### src/rtl/pwm_capture.sv
// PWM capture: recovers the duty level of a PWM input by counting high samples
// over free-running windows of 2^WINDOW_BITS clocks.
module pwm_capture #(
    parameter int SYNC_STAGES = 2,
    parameter int WINDOW_BITS = 8
) (
    input  logic                   clk,
    input  logic                   reset,
    input  logic                   pwm_in,
    output logic [WINDOW_BITS-1:0] level,
    output logic                   valid,
    output logic                   saturated,
    output logic                   stuck,
    output logic                   dbg_state_o,
    output logic [WINDOW_BITS-1:0] dbg_win_cnt_o
);

    typedef enum logic {
        ST_WARMUP = 1'b0,
        ST_RUN    = 1'b1
    } state_t;

    localparam logic [WINDOW_BITS-1:0] WIN_LAST = '1;
    localparam logic [WINDOW_BITS:0]   FULL     = {1'b1, {WINDOW_BITS{1'b0}}};

    state_t                   state_q, state_d;
    logic [SYNC_STAGES-1:0]   sync_q;
    logic                     prev_s_q;
    logic [WINDOW_BITS-1:0]   win_cnt_q, win_cnt_d;
    logic [WINDOW_BITS:0]     high_cnt_q, high_cnt_d;
    logic                     seen_edge_q, seen_edge_d;
    logic [WINDOW_BITS-1:0]   level_q, level_d;
    logic                     valid_q, valid_d;
    logic                     saturated_q, saturated_d;
    logic                     stuck_q, stuck_d;

    logic                     s;
    logic                     edge_det;
    logic                     last_cycle;
    logic [WINDOW_BITS:0]     total;
    logic                     any_edge;

    assign s          = sync_q[SYNC_STAGES-1];
    assign edge_det   = s ^ prev_s_q;
    assign last_cycle = (win_cnt_q == WIN_LAST);
    // The sample taken on the last cycle still belongs to the ending window.
    assign total      = high_cnt_q + {{WINDOW_BITS{1'b0}}, s};
    assign any_edge   = seen_edge_q | edge_det;

    always_ff @(posedge clk) begin
        if (reset) begin
            sync_q      <= '0;
            prev_s_q    <= 1'b0;
            state_q     <= ST_WARMUP;
            win_cnt_q   <= '0;
            high_cnt_q  <= '0;
            seen_edge_q <= 1'b0;
            level_q     <= '0;
            valid_q     <= 1'b0;
            saturated_q <= 1'b0;
            stuck_q     <= 1'b0;
        end else begin
            sync_q      <= {sync_q[SYNC_STAGES-2:0], pwm_in};
            prev_s_q    <= s;
            state_q     <= state_d;
            win_cnt_q   <= win_cnt_d;
            high_cnt_q  <= high_cnt_d;
            seen_edge_q <= seen_edge_d;
            level_q     <= level_d;
            valid_q     <= valid_d;
            saturated_q <= saturated_d;
            stuck_q     <= stuck_d;
        end
    end

    always_comb begin
        state_d     = state_q;
        win_cnt_d   = win_cnt_q + 1'b1;
        high_cnt_d  = total;
        seen_edge_d = any_edge;
        level_d     = level_q;
        valid_d     = 1'b0;
        saturated_d = saturated_q;
        stuck_d     = stuck_q;

        if (last_cycle) begin
            high_cnt_d  = '0;
            seen_edge_d = 1'b0;
            unique case (state_q)
                // First window holds synchronizer reset zeros, so it is dropped.
                ST_WARMUP: state_d = ST_RUN;
                ST_RUN: begin
                    level_d     = (total == FULL) ? WIN_LAST : total[WINDOW_BITS-1:0];
                    saturated_d = (total == FULL);
                    stuck_d     = !any_edge;
                    valid_d     = 1'b1;
                end
                default: state_d = ST_WARMUP;
            endcase
        end
    end

    assign level         = level_q;
    assign valid         = valid_q;
    assign saturated     = saturated_q;
    assign stuck         = stuck_q;
    assign dbg_state_o   = (state_q == ST_RUN);
    assign dbg_win_cnt_o = win_cnt_q;

endmodule

### config.mk
export PLATFORM = sky130hd
export DESIGN_NAME = pwm_capture
export DESIGN_NICKNAME = d
export VERILOG_FILES = /design/src/rtl/pwm_capture.sv
export SDC_FILE = /design/constraint.sdc
export NUM_CORES = 1
export LEC_CHECK = 0
export BUFFER_PORTS_ARGS = -buffer_cell sky130_fd_sc_hd__buf_2
export CELL_PAD_IN_SITES_DETAIL_PLACEMENT = 1
export CELL_PAD_IN_SITES_GLOBAL_PLACEMENT = 1
export CORE_MARGIN = 1.5
export CORE_UTILIZATION = 32
export DETAILED_ROUTE_END_ITERATION = 10
export PLACE_DENSITY_LB_ADDON = 0.15
export SYNTH_ARGS = -nofsm -noshare
export SYNTH_HDL_FRONTEND = slang
export SYNTH_SLANG_ARGS = --single-unit
### constraint.sdc
create_clock -name clk -period 2.7 [get_ports clk]
set_input_delay 0.81 -clock clk [delete_from_list [all_inputs] [get_ports clk]]
set_output_delay 0.81 -clock clk [all_outputs]
set_load 0.02 [all_outputs]
## Word level (Yosys, flattened, before mapping)

Index checks and enable logic that the tools add are counted.

- Flip-flop bits (word level): 33
- Input bits: 3
- Output and inout bits: 20
- Word-level logic and storage cells: 23

- Add/subtract/negate cells: 2
- Equal/unequal tests: 2
- Multiplexer cells: 2
- Bitwise operators: 3
- Reduce and logical (&&, ||, !) cells: 4

Operator list:

| cell | number |
|---|---|
| adder 9 x 1 -> 9 bit | 1 |
| == test 9 bit, second input constant | 1 |
| adder 8 x 1 -> 8 bit, second input constant | 1 |
| == test 8 bit, second input constant | 1 |
| two-way mux 8 bit | 1 |
| OR reduction 2 bit | 2 |
| AND reduction 2 bit | 1 |
| zero test 1 bit | 1 |
| two-way mux 1 bit | 1 |
| NOT 1 bit | 1 |
| OR 1 bit | 1 |
| XOR 1 bit | 1 |

## Logic depth before layout (Yosys ltp)

- Word-level depth: 3
- Mapped depth: 8

## Worst setup path before layout

No wires, ideal clock.

- Path kind: register to register
- From: reg sync_q[1]
- To: reg level_q[2], in the netlist level[2]
- Library setup time: 0.131 ns
- Arrival time: 1.716 ns
- Required time: 2.569 ns
- Slack: 0.852 ns
- Cell stages (with the launch flop): 9
- Buffers on the path: 1
- Path through: dfxtp_1 -> ha_1 -> ha_1 -> and3_1 -> buf_6 -> xnor2_1 -> o21bai_4 -> a31oi_4 -> a211oi_1

- Cells in the longest elaborated chain, start to end: 3

RTL lines:

| element | line | text |
|---|---|---|
| start, declared | 27 | `logic [SYNC_STAGES-1:0] sync_q;` |
| start signal, assigned | 63 | `sync_q <= {sync_q[SYNC_STAGES-2:0], pwm_in};` |
| adder 9 x 1 -> 9 bit (*) | 47 | `assign total = high_cnt_q + {{WINDOW_BITS{1'b0}}, s};` |
| == test 9 bit | 93 | `level_d = (total == FULL) ? WIN_LAST : total[WINDOW_BITS-1:0];` |
| two-way mux 8 bit (*) | 93 |  |
| end signal, assigned | 69 | `level_q <= level_d;` |
| end, declared | 32 | `logic [WINDOW_BITS-1:0] level_q, level_d;` |

Mark *: on every way between the ends. The rest lies on a longest branch, timed or not.
A chain may end at the register's enable or synchronous reset.

## Final worst setup path

- From: reg sync_q[1]
- To: reg level_q[0], in the netlist level[0]

The elaborated chain is that of the path after synthesis.

==> qor.yml <==
placement:
  gp_congestion: 0.748
  place_ws_ns: 0.575
  placed_area_um2: 1500
  dp_hpwl_um: 2150
  place_inst: 206
  portBuffers: 22
worst_setup_path:
  crit_fanout: 8
  max_stage_delay_ns: 0.38
  crit_family: "simple AND/OR/NAND/NOR gates"
  cpMostUsedCell: "ha_1"
  worstSetupPathType: "reg2reg"
  arrival_ns: 2.32
  worst_setup_path_end_kind: "flop"
  path_cells: "ha_1 > ha_1 > and3_1 > xnor2_4 > and4_4 > a31oi_4 > a211oi_1"
  crit_buf_inv: 0
  start_kind: "flop"
  crit_required_ns: 2.88
  cpMaxStageDelayCell: "and3_1"
clocking:
  cts-resized-gates: 0
  clk_path_buf_depth: 2
  clk_latency_ns: 0.28
  h-tree-depth: 2
  cts_buffers: 5
  hold_buffers: 0
  path_clk_slew_ns: 0.06
  cts_setup_buffers: 0
  cts_tree: "done"
  root_buffer: "clkbuf_8"
  cts_sinks: 33
finish:
  stdcell_area_um2: 1580
  layout.nets: 169
  final_cell_mix: "dfxtp_1, nor2_1, buf_2"
  utilization: 0.390
  drive_above_1_share: 0.239
  layout_commonest_cell: "dfxtp_1"
  area.growth.synth_to_final_pct: 15.2
  antenna_cells: 0
  stdcell_count: 213
power_and_ir_drop:
  power_leakage_nw: 0.643
  ir_drop_mv: 0.306
  fin_total_pwr_mw: 0.909
  powerDensity_nw_per_um2: 575
global_route:
  grt_pass1_wl_um: 4980
  grt_pass1_vias: 1032
  grt_max_degree: 24
  grt_usage: 0.151
  grt.overflow.total: 0
  antenna_found_initial: 0
drt:
  routed_wl_um: 2970
  drtAntennaViolNets: 0
  via_per_inst: 4.77
  drt-initial-drc-count: 21
  drcViolationCount: 0
  dr.pass1.iters: 3
  wl_per_cell_um: 13.9
  via_count: 1017
synthesis:
  yosysWarningCount: 0
  synthCells: 139
  async_reset_ff_frac: 0
  synth_top_area_frac: 0.481
  synth_flop_cell: "dfxtp_1"
  synth-edff-count: 0
  avgSynthCellArea_um2: 9.87
  synthesis.nets: 145
  syn_area_um2: 1370
  yosysSeqAreaShare: 0.481
  synth_cell_types: 33
  synth_top_area_cell: "dfxtp_1"
  netlist_top_cells_area: "dfxtp_1, nor2_1, xor2_1, a211oi_1, ha_1"
  ys_ff_latch: 33
floorplan:
  initial_utilization: 0.338
  pin_count: 23
  die_x_um: 68.5
  rows: 23
  die_h_um: 68.5
  die-area_um2: 4690
  design.core.area_um2: 4060
timing:
  grt_setup_unrepaired: "false"
  timing.slew.headroom: 0.703
  fin_tns_setup_ns: 0
  setup_viol: 0
  finalCriticalPeriod_ns: 2.15
  layout_setup_ws_ns: 0.555
  tightest_slew_ns: 0.446
  slew_violations: 0
  fin_crit_sh: 0.795
  fmax_ghz: 0.466
  fin_skew_ns: 0.00542
  hold_viol: 0
  hold-worst-slack_ns: 0.461
job:
  maxCapViolations: 0
run_status:
  status: "completed"
min_path:
  min_path_type: "reg2reg"
-- registers in the layout, indices dropped and copies added (netlist names), 2 cells and up --
register       flops
dbg_win_cnt_o      8
sync_q             2
level              8
high_cnt_q         9
-- kinds of logic (layout without fill, tap and decap cells) --
group           after synthesis  in the layout  share of synthesized area
buf+inv                       8             32                     0.0474
compound gates               17             17                      0.104
simple gates                 64             64                      0.237
xor+xnor                     14             14                      0.103
flops                        33             33                      0.481
fa+ha+maj                     3              3                     0.0274
-- path summary, 6_finish.rpt --
path                to  startpoint  cells past startpoint  slack (ns)
max           level[0]   sync_q[1]                      7        0.55
min          sync_q[1]   sync_q[0]                      1        0.46
max reg2reg   level[0]   sync_q[1]                      7        0.55
min reg2reg  sync_q[1]   sync_q[0]                      1        0.46
-- routing by layer --
metal  wire length [µm]  track usage  vias to the layer above
met5                  0            0                        -
met1               1410        0.187                      485
li1                   -            -                      512
met3                122       0.0601                        2
met2               1410        0.232                       18
met4                 26       0.0600                        0
-- cell usage after synthesis, types with 2 or more instances --
| library cell | number |
|---|---|
| nor2b_1 | 5 |
| dfxtp_1 | 33 |
| and3_1 | 2 |
| nand2_1 | 8 |
| buf_6 | 2 |
| clkbuf_1 | 2 |
| xor2_1 | 9 |
| a21oi_1 | 4 |
| nand4_1 | 3 |
| a211oi_1 | 8 |
| clkbuf_8 | 2 |
| ha_1 | 3 |
| xnor2_1 | 4 |
| nor2_1 | 29 |
| and4_1 | 2 |
| and2_1 | 2 |
| nand3_1 | 4 |
| inv_1 | 2 |
-- final cells by class --
cell class              instances  area (µm²)
flip-flops and latches         33         661
inverters                       2        7.51
well taps                      50        62.6
multi-input cells              98         647
repair buffers                 23         118
fillers                       489        2480
clock buffers                   7        86.3
-- power breakdown --
| group | internal [mW] | switching (mW) | total (mW) |
|---|---|---|---|
| clock network | 0.202 | 0.169 | 0.371 |
| registers | 0.495 | 0.00504 | 0.500 |
| logic | 0.0149 | 0.0235 | 0.0384 |
Note: power is estimated with default switching activity, not from simulation.
